--- src/rtl/mem_port_arbiter_if.sv ---
// mem_port_arbiter_if
// Bundles the two requester ports (instruction fetch "if_*" and data "dm_*")
// and the shared memory port of the memory port arbiter.
//
// Signals:
//   if_req_i / if_addr_i            fetch request and address
//   if_ack_o / if_rdata_o           fetch completion pulse and fetched word
//   dm_req_i / dm_we_i / dm_addr_i  data request, direction and address
//   dm_wdata_i                      data write word
//   dm_ack_o / dm_rdata_o           data completion pulse and read word
//   err_o                           timeout indication, coincident with an ack
//   mem_req_o / mem_we_o            memory transaction active / write enable
//   mem_addr_o / mem_wdata_o        memory address / write data
//   mem_rdata_i / mem_ready_i       memory read data / one-cycle completion
//
// Modports:
//   slave  - the arbiter's view (drives acks, rdata, err and mem_* outputs)
//   master - the environment's view (requesters plus memory model)
interface mem_port_arbiter_if #(
    parameter int ADDR_W = 32,
    parameter int DATA_W = 32
);
    logic              if_req_i;
    logic [ADDR_W-1:0] if_addr_i;
    logic              if_ack_o;
    logic [DATA_W-1:0] if_rdata_o;

    logic              dm_req_i;
    logic              dm_we_i;
    logic [ADDR_W-1:0] dm_addr_i;
    logic [DATA_W-1:0] dm_wdata_i;
    logic              dm_ack_o;
    logic [DATA_W-1:0] dm_rdata_o;

    logic              err_o;

    logic              mem_req_o;
    logic              mem_we_o;
    logic [ADDR_W-1:0] mem_addr_o;
    logic [DATA_W-1:0] mem_wdata_o;
    logic [DATA_W-1:0] mem_rdata_i;
    logic              mem_ready_i;

    modport slave (
        input  if_req_i, if_addr_i,
        input  dm_req_i, dm_we_i, dm_addr_i, dm_wdata_i,
        input  mem_rdata_i, mem_ready_i,
        output if_ack_o, if_rdata_o,
        output dm_ack_o, dm_rdata_o,
        output err_o,
        output mem_req_o, mem_we_o, mem_addr_o, mem_wdata_o
    );

    modport master (
        output if_req_i, if_addr_i,
        output dm_req_i, dm_we_i, dm_addr_i, dm_wdata_i,
        output mem_rdata_i, mem_ready_i,
        input  if_ack_o, if_rdata_o,
        input  dm_ack_o, dm_rdata_o,
        input  err_o,
        input  mem_req_o, mem_we_o, mem_addr_o, mem_wdata_o
    );
endinterface

--- src/rtl/mem_port_arbiter.sv ---
// mem_port_arbiter
// Shares one single-outstanding memory port between an instruction-fetch
// requester and a data requester. The data port normally wins ties, but after
// STARVE_LIMIT back-to-back data grants made while a fetch was waiting, the
// fetch port gets the next tie. A transaction the memory never completes is
// aborted after TIMEOUT busy cycles with an ack plus err_o.
//
// Ports:
//   clk_i  - clock, all state changes on the rising edge
//   rst_i  - synchronous active-high reset
//   bus    - mem_port_arbiter_if.slave carrying both requester ports and the
//            memory port (see the interface file for the signal list)
module mem_port_arbiter #(
    parameter int ADDR_W       = 32,
    parameter int DATA_W       = 32,
    parameter int STARVE_LIMIT = 2,
    parameter int TIMEOUT      = 64
) (
    input  logic                clk_i,
    input  logic                rst_i,
    mem_port_arbiter_if.slave   bus
);

    localparam logic [3:0] STREAK_MAX = 4'(STARVE_LIMIT);
    localparam logic [7:0] WAIT_LAST  = 8'(TIMEOUT - 1);

    typedef enum logic [1:0] {
        IDLE,
        BUSY_IF,
        BUSY_DM
    } state_t;

    state_t     state;
    state_t     state_next;
    logic [3:0] dm_streak;
    logic [7:0] wait_count;

    logic if_eligible;
    logic dm_eligible;
    logic grant_if;
    logic grant_dm;
    logic complete;
    logic timed_out;

    // A port is never re-granted in the cycle its own ack is showing, even
    // though its requester may still be holding req high at that point.
    assign if_eligible = bus.if_req_i && !bus.if_ack_o;
    assign dm_eligible = bus.dm_req_i && !bus.dm_ack_o;

    // Next-state and grant/completion decode. Grants only happen in IDLE;
    // the busy states always return to IDLE, so every grant is separated by
    // at least one idle (ack) cycle. A ready in the final allowed busy cycle
    // wins over the timeout.
    always_comb begin
        state_next = state;
        grant_if   = 1'b0;
        grant_dm   = 1'b0;
        complete   = 1'b0;
        timed_out  = 1'b0;
        case (state)
            IDLE: begin
                if (if_eligible && dm_eligible) begin
                    if (dm_streak == STREAK_MAX) begin
                        grant_if = 1'b1;
                    end else begin
                        grant_dm = 1'b1;
                    end
                end else if (if_eligible) begin
                    grant_if = 1'b1;
                end else if (dm_eligible) begin
                    grant_dm = 1'b1;
                end
                if (grant_if) begin
                    state_next = BUSY_IF;
                end else if (grant_dm) begin
                    state_next = BUSY_DM;
                end
            end
            BUSY_IF, BUSY_DM: begin
                if (bus.mem_ready_i) begin
                    complete   = 1'b1;
                    state_next = IDLE;
                end else if (wait_count == WAIT_LAST) begin
                    timed_out  = 1'b1;
                    state_next = IDLE;
                end
            end
            default: begin
                state_next = IDLE;
            end
        endcase
    end

    // State register.
    always_ff @(posedge clk_i) begin
        if (rst_i) begin
            state <= IDLE;
        end else begin
            state <= state_next;
        end
    end

    // Registered datapath: latches the winner's request onto the memory
    // port, produces the one-cycle ack/err pulses, captures read data, and
    // maintains the starvation streak and busy wait counter. A reset while
    // busy simply drops the transaction; any late ready lands in IDLE and
    // is ignored.
    always_ff @(posedge clk_i) begin
        if (rst_i) begin
            bus.if_ack_o    <= 1'b0;
            bus.dm_ack_o    <= 1'b0;
            bus.err_o       <= 1'b0;
            bus.mem_req_o   <= 1'b0;
            bus.mem_we_o    <= 1'b0;
            bus.mem_addr_o  <= '0;
            bus.mem_wdata_o <= '0;
            bus.if_rdata_o  <= '0;
            bus.dm_rdata_o  <= '0;
            dm_streak       <= '0;
            wait_count      <= '0;
        end else begin
            bus.if_ack_o <= 1'b0;
            bus.dm_ack_o <= 1'b0;
            bus.err_o    <= 1'b0;

            if (grant_if) begin
                bus.mem_req_o  <= 1'b1;
                bus.mem_we_o   <= 1'b0;
                bus.mem_addr_o <= bus.if_addr_i;
                wait_count     <= '0;
                dm_streak      <= '0;
            end else if (grant_dm) begin
                bus.mem_req_o   <= 1'b1;
                bus.mem_we_o    <= bus.dm_we_i;
                bus.mem_addr_o  <= bus.dm_addr_i;
                bus.mem_wdata_o <= bus.dm_wdata_i;
                wait_count      <= '0;
                // The streak only grows while a fetch is actually waiting.
                if (!bus.if_req_i) begin
                    dm_streak <= '0;
                end else if (dm_streak != STREAK_MAX) begin
                    dm_streak <= dm_streak + 4'd1;
                end
            end

            if (complete || timed_out) begin
                bus.mem_req_o <= 1'b0;
                bus.err_o     <= timed_out;
                if (state == BUSY_IF) begin
                    bus.if_ack_o <= 1'b1;
                    if (complete) begin
                        bus.if_rdata_o <= bus.mem_rdata_i;
                    end
                end else begin
                    bus.dm_ack_o <= 1'b1;
                    if (complete) begin
                        bus.dm_rdata_o <= bus.mem_rdata_i;
                    end
                end
            end else if (state != IDLE) begin
                wait_count <= wait_count + 8'd1;
            end
        end
    end

endmodule

--- src/flat_wrapper.sv ---
// flat-port wrapper written by rule: the top's interface ports become plain ports
module mem_port_arbiter_flat 
#(
    parameter int ADDR_W       = 32,
    parameter int DATA_W       = 32,
    parameter int STARVE_LIMIT = 2,
    parameter int TIMEOUT      = 64
)
  (clk_i, rst_i, bus_if_req_i, bus_if_addr_i, bus_dm_req_i, bus_dm_we_i, bus_dm_addr_i, bus_dm_wdata_i, bus_mem_rdata_i, bus_mem_ready_i, bus_if_ack_o, bus_if_rdata_o, bus_dm_ack_o, bus_dm_rdata_o, bus_err_o, bus_mem_req_o, bus_mem_we_o, bus_mem_addr_o, bus_mem_wdata_o);
  mem_port_arbiter_if #(.ADDR_W(ADDR_W), .DATA_W(DATA_W)) bus_i ();
  input  logic clk_i;
  input  logic rst_i;
  input wire logic [$bits(bus_i.if_req_i)-1:0] bus_if_req_i;
  input wire logic [$bits(bus_i.if_addr_i)-1:0] bus_if_addr_i;
  input wire logic [$bits(bus_i.dm_req_i)-1:0] bus_dm_req_i;
  input wire logic [$bits(bus_i.dm_we_i)-1:0] bus_dm_we_i;
  input wire logic [$bits(bus_i.dm_addr_i)-1:0] bus_dm_addr_i;
  input wire logic [$bits(bus_i.dm_wdata_i)-1:0] bus_dm_wdata_i;
  input wire logic [$bits(bus_i.mem_rdata_i)-1:0] bus_mem_rdata_i;
  input wire logic [$bits(bus_i.mem_ready_i)-1:0] bus_mem_ready_i;
  output wire logic [$bits(bus_i.if_ack_o)-1:0] bus_if_ack_o;
  output wire logic [$bits(bus_i.if_rdata_o)-1:0] bus_if_rdata_o;
  output wire logic [$bits(bus_i.dm_ack_o)-1:0] bus_dm_ack_o;
  output wire logic [$bits(bus_i.dm_rdata_o)-1:0] bus_dm_rdata_o;
  output wire logic [$bits(bus_i.err_o)-1:0] bus_err_o;
  output wire logic [$bits(bus_i.mem_req_o)-1:0] bus_mem_req_o;
  output wire logic [$bits(bus_i.mem_we_o)-1:0] bus_mem_we_o;
  output wire logic [$bits(bus_i.mem_addr_o)-1:0] bus_mem_addr_o;
  output wire logic [$bits(bus_i.mem_wdata_o)-1:0] bus_mem_wdata_o;
  assign bus_i.if_req_i = bus_if_req_i;
  assign bus_i.if_addr_i = bus_if_addr_i;
  assign bus_i.dm_req_i = bus_dm_req_i;
  assign bus_i.dm_we_i = bus_dm_we_i;
  assign bus_i.dm_addr_i = bus_dm_addr_i;
  assign bus_i.dm_wdata_i = bus_dm_wdata_i;
  assign bus_i.mem_rdata_i = bus_mem_rdata_i;
  assign bus_i.mem_ready_i = bus_mem_ready_i;
  assign bus_if_ack_o = bus_i.if_ack_o;
  assign bus_if_rdata_o = bus_i.if_rdata_o;
  assign bus_dm_ack_o = bus_i.dm_ack_o;
  assign bus_dm_rdata_o = bus_i.dm_rdata_o;
  assign bus_err_o = bus_i.err_o;
  assign bus_mem_req_o = bus_i.mem_req_o;
  assign bus_mem_we_o = bus_i.mem_we_o;
  assign bus_mem_addr_o = bus_i.mem_addr_o;
  assign bus_mem_wdata_o = bus_i.mem_wdata_o;
  mem_port_arbiter #(.ADDR_W(ADDR_W), .DATA_W(DATA_W), .STARVE_LIMIT(STARVE_LIMIT), .TIMEOUT(TIMEOUT)) u_core (.clk_i(clk_i), .rst_i(rst_i), .bus(bus_i));
endmodule
--- config.mk ---
export PLATFORM = sky130hd
export DESIGN_NAME = mem_port_arbiter_flat
export DESIGN_NICKNAME = d
export VERILOG_FILES = /design/src/rtl/mem_port_arbiter_if.sv /design/src/rtl/mem_port_arbiter.sv /design/src/flat_wrapper.sv
export SDC_FILE = /design/constraint.sdc
export NUM_CORES = 1
export LEC_CHECK = 0
export BUFFER_PORTS_ARGS = -buffer_cell sky130_fd_sc_hd__clkbuf_2
export CORE_UTILIZATION = 35
export CTS_BUF_LIST = sky130_fd_sc_hd__clkbuf_2
export DETAILED_ROUTE_END_ITERATION = 16
export PLACE_DENSITY = 0.65
export SYNTH_ARGS = -nofsm -noshare
export SYNTH_HDL_FRONTEND = slang
export SYNTH_SLANG_ARGS = --single-unit
--- constraint.sdc ---
create_clock -name clk_i -period 2.6 [get_ports clk_i]
set_clock_uncertainty 0.15 [all_clocks]
set_input_delay 0.52 -clock clk_i [delete_from_list [all_inputs] [get_ports clk_i]]
set_output_delay 0.52 -clock clk_i [all_outputs]
set_load 0.03 [all_outputs]
---- Word level (Yosys, flattened, before mapping) ----
Cells that the tools add are included.
cells by class
  add/subtract/negate cells ............... 2
  $mul .................................... 0
  divide/modulo/power cells ............... 0
  magnitude comparators ................... 0
  equal/unequal tests ..................... 8
  shift-type cells ........................ 0
  muxes and demuxes ....................... 33
  bitwise gates (word level) .............. 3
  reductions and logical operators ........ 18
operator list
  kind                   count
  $mux W32               2
  $mux W8                4
  $mux W1                20
  $add A8 B1 Y8 const B  1
  $eq A8 B6 Y1 const B   1
  $mux W2                4
  $mux W4                2
  $reduce_or A2 Y1       4
  $reduce_and A2 Y1      3
  $reduce_and A3 Y1      2
  $add A4 B1 Y4 const B  1
  $eq A4 B2 Y1 const B   1
  $ne A4 B2 Y1 const B   1
  $pmux W2 S2            1
  $reduce_bool A2 Y1     2
  $logic_and A1 B1 Y1    3
  $ne A3 B1 Y1 const B   1
  $ne A3 B2 Y1 const B   1
  $not A1 Y1             3
  $eq A2 B1 Y1 const B   1
  $eq A2 B2 Y1 const B   1
  $logic_not A1 Y1       2
  $logic_not A2 Y1       1
  $ne A2 B1 Y1 const B   1
  $logic_or A1 B1 Y1     1
storage, ports and cells
  bits in registers ....................... 147
  bits in latches ......................... 0
  bits in writable memories ............... 0
  ROM bits ................................ 0
  input bits .............................. 134
  word-level logic and storage cells ...... 76
  memories ................................ 0

---- Depth between registers and ports, before layout ----
  depth after elaboration ................. 11
  mapped depth ............................ 9
  gate-level depth less buffers ........... 6

---- Least setup slack after synthesis ----
Ideal clock, no wire load.
  path type ............................... register to register
  start ................................... register u_core.state[0]
  end ..................................... register u_core.wait_count[7]
  setup time .............................. 0.123 ns
  arrival time ............................ 1.610 ns
  data required time ...................... 2.327 ns
  slack ................................... 0.717 ns
  cell stages (with the launch flop) ...... 7
  cells stage by stage .................... dfxtp_1 inv_1 ha_1 nand4_1 o21ai_4 nor4_1 mux2_1
between the ends
  cells in the longest elaborated chain, start to end .. 6
  elaborated cells on any way between the ends .. 14
  those cells by class .................... eq/ne: 2; mux: 8; reduce/logical: 4
RTL lines
  item                    line                     text
  start, declared         mem_port_arbiter.sv:33   state_t state;
  start signal, assigned  mem_port_arbiter.sv:99   state <= state_next;
  $logic_not A2 Y1        mem_port_arbiter.sv:60   case (state)
  $mux W1                 mem_port_arbiter.sv:60
  $mux W8                 mem_port_arbiter.sv:132  end else if (grant_dm) begin
  $mux W8                 mem_port_arbiter.sv:126  if (grant_if) begin
  $mux W8                 mem_port_arbiter.sv:160  end else if (state != IDLE) begin
  $mux W8 *               mem_port_arbiter.sv:146  if (complete || timed_out) begin
  end signal, assigned    mem_port_arbiter.sv:161  wait_count <= wait_count + 8'd1;
  end, declared           mem_port_arbiter.sv:36   logic [7:0] wait_count;
Mark *: on every way between the ends. The rest lies on a longest branch, timed or not.
A chain may end at the register's enable or synchronous reset.

==> run metrics <==
switching power 2.10 mW; crit path launch type input port; 1st-iter DRT viols between 200 and 300; GR Util All Layers 21.1%; clk root buf clkbuf_2; grt total ovfl 0; RSZ-0062 raised after global routing false; count of final max-slew check failures 0; final wirelength roughly 18 mm; clock slew at reported path FFs approximately 0.22 ns; internal power 3.74 mW; core box area between 15000 and 20000 sq um; Top FF cell, synth dfxtp_1; setup_tns 0 ns; Critical Path Fanout Max 27; flops & latches, synth 147; Max Clk Rate 406 MHz; io pins approximately 270; Sw Ratio around 36%; largest net degree at the start of global routing 92; Clock Sinks around 150; H-tree levels 4; Tcrit/Tclk final about 95%; # port buffers between 200 and 300; synth top area cells dfxtp_1 52%, nand2_1 13%, a21oi_1 8.6%, o221ai_1 4.9%, nor2_1 4.7%; sequential share of the synthesized area 51.9%; post-synth top area share between 50% and 60%; DR pass1 iterations 4; final hold slack 0.176 ns; worst-margin pin slew between 0.5 and 0.6 ns; crit path kind input port to flop; combinational share of power ~28%; routability cong. between 0.7 and 0.8; R2R setup slack ~0.15 ns; leakage power 3.90 nW; WP data arrival 2.99 ns; Power Dens Cells approximately 660 nW/um^2; DR WL/cell around 14 microns; Avg Cell Area, Syn ~8.3 sq um; Synth cell types 54; layout net count 1213; dominant cell type by area after synthesis dfxtp_1; cts bufs inserted 17; vias in the first global route between 5000 and 6000; worst slack at placement about 0.47 ns; clock power share between 20% and 30%; share of synthesized flip-flops with an asynchronous set or reset 0%; DRC Markers 0; fillers 1418; Die ar. ~17000 sq um; Post-synth top cells 199 x nand2_1, 147 x dfxtp_1, 98 x a21oi_1, 71 x nor2_1, 32 x o221ai_1; Skew-Pair Late Insertion Delay approximately 0.73 ns; Crit path required time between 3 and 4 ns; Hold Crit Class input port to flop; Rows 46; IR drop worst, VDD approximately 0.00037 V; Flop pwr share around 44%; Cell Area, Synth approximately 5700 sq um; Setup crit end kind flop; Die Width ~130 microns; most numerous cell in the Yosys netlist nand2_1; vias between 6000 and 7000; worst reg-to-reg path cell count 8; Syn. warnings 0; vias per cell between 4 and 5; Max clock buf depth 2; Final ANT Viol Nets 0; outcome finished, final reports clean; initial antenna violation count 1; Final Hold Viols 0; final worst slack ~0.14 ns; fin crit period roughly 2.5 ns; share of cells above drive strength 1 a little under a third; max-cap violations 0; r2r startpoint u_core.state[1]; post-synthesis to final-layout area growth 55.8%; CTS tree done; number of synthesized flops with an enable pin 0; Max transition margin between 60% and 70%; Initial Utilization a little over a third; worst r2r dst u_core.bus.mem_addr_o[25]; dpl hpwl approximately 11 mm; Syn Nets 825; Worst setup endpoint u_core.bus.mem_addr_o[25]; first-pass GRT wire length about 28 mm; worst setup path start rst_i; post-synthesis cell count between 600 and 700; Setup Viol. Count Final 0; die height between 100 and 150 microns
placed cells by master (no fill, tap or decap), drive strengths merged, types with 3 or more instances in the layout:
master	netlist	final
mux2	3	3
nor2	72	72
dlygate4sd3	0	140
inv	6	14
o221ai	32	32
buf	33	14
nand3	9	9
nand2	200	200
nor3	6	6
and3	5	5
bufinv	0	4
dfxtp	147	147
clkbuf	17	282
a21oi	103	103
o211ai	3	3
nand3b	3	3
ha	5	5
nand4	4	4
o21a	3	3
through the flow:
stage	utilization (%)	power, mW	cell area (sq um)	cells
global route	55.9	6.14	8840	1304
detailed placement	45.0	4.05	7120	1130
floorplan	-	3.62	5670	686
finish	55.9	5.84	8840	1304
CTS	55.8	5.87	8830	1302
global placement	45.0	4.04	7120	1130
worst max-delay path, cell delays in order:
cell and delay, ns:
dlygate4sd3_1 0.55, buf_4 0.23, inv_1 0.38, buf_4 0.38, o221ai_1 0.17, nor2_1 0.16
dlygate4sd3_1 0.58
routing by layer:
metal	wire (microns)	global-route usage (%)	vias to the layer above
met5	0	0	-
met4	580	10.1	0
met3	1100	5.95	48
met2	8690	35.7	224
met1	7560	24.6	2789
li1	-	-	3112
cells by family (layout without fill, tap and decap cells):
family                     after synthesis  after routing  share of synthesized area (%)
AOI/OAI and AO/OA                      157            157                           17.6
xor gates and xnor gates                 2              2                          0.309
adders and majority gates                5              5                           1.10
buffers and inverters                   56            457                           5.23
DFF                                    147            147                           51.9
muxes                                    3              3                          0.595
other                                    0              1                              0
and+or+nand+nor                        316            316                           23.3
layout make-up:
type / count / area (sq um) / share of cell area [%]
flip-flops and latches: 147 / 2940 / 33.3
repair buffers: 419 / 2860 / 32.3
multi-input cells: 483 / 2440 / 27.6
well taps: 216 / 270 / 3.06
clock inverters: 15 / 219 / 2.48
clock buffers: 17 / 85.1 / 0.962
inverters: 6 / 22.5 / 0.255
diodes: 1 / 2.50 / 0.0283
power by group through the flow:
stage | registers (mW) | clock network (mW) | logic, mW
CTS | 2.58 | 1.66 | 1.63
global route | 2.61 | 1.75 | 1.78
detailed placement | 2.62 | 0 | 1.43
floorplan | 3.01 | 0 | 0.610
global placement | 2.62 | 0 | 1.42
finish | 2.58 | 1.60 | 1.65
worst min path at each step:
| stage | start | end | depth (start not counted) |
|---|---|---|---|
| after global routing | bus_dm_req_i | u_core.dm_streak[2] | 5 |
| after detailed placement | u_core.bus.mem_wdata_o[10] | u_core.bus.mem_wdata_o[10] | 2 |
| after global placement | u_core.bus.if_rdata_o[25] | u_core.bus.if_rdata_o[25] | 2 |
| after floorplan | u_core.state[0] | u_core.state[0] | 2 |
| after CTS | bus_dm_req_i | u_core.dm_streak[1] | 4 |
| final | bus_dm_req_i | u_core.dm_streak[0] | 4 |
sequential cells by signal, summed over array words and instances, names as in the netlist:
register	flops
u_core.bus.err_o	1
u_core.dm_streak	4
u_core.bus.if_ack_o	1
u_core.bus.mem_wdata_o	32
u_core.bus.mem_we_o	1
u_core.bus.mem_req_o	1
u_core.bus.mem_addr_o	32
u_core.wait_count	8
u_core.bus.dm_ack_o	1
u_core.bus.if_rdata_o	32
u_core.bus.dm_rdata_o	32
u_core.state	2
timing repair:
action,CTS,global route
resized for setup,0,1
setup endpoints to repair,0,15
buffers inserted,0,1
hold endpoints to repair,136,0
hold buffers,140,0
(Power assumes the default switching activity.)
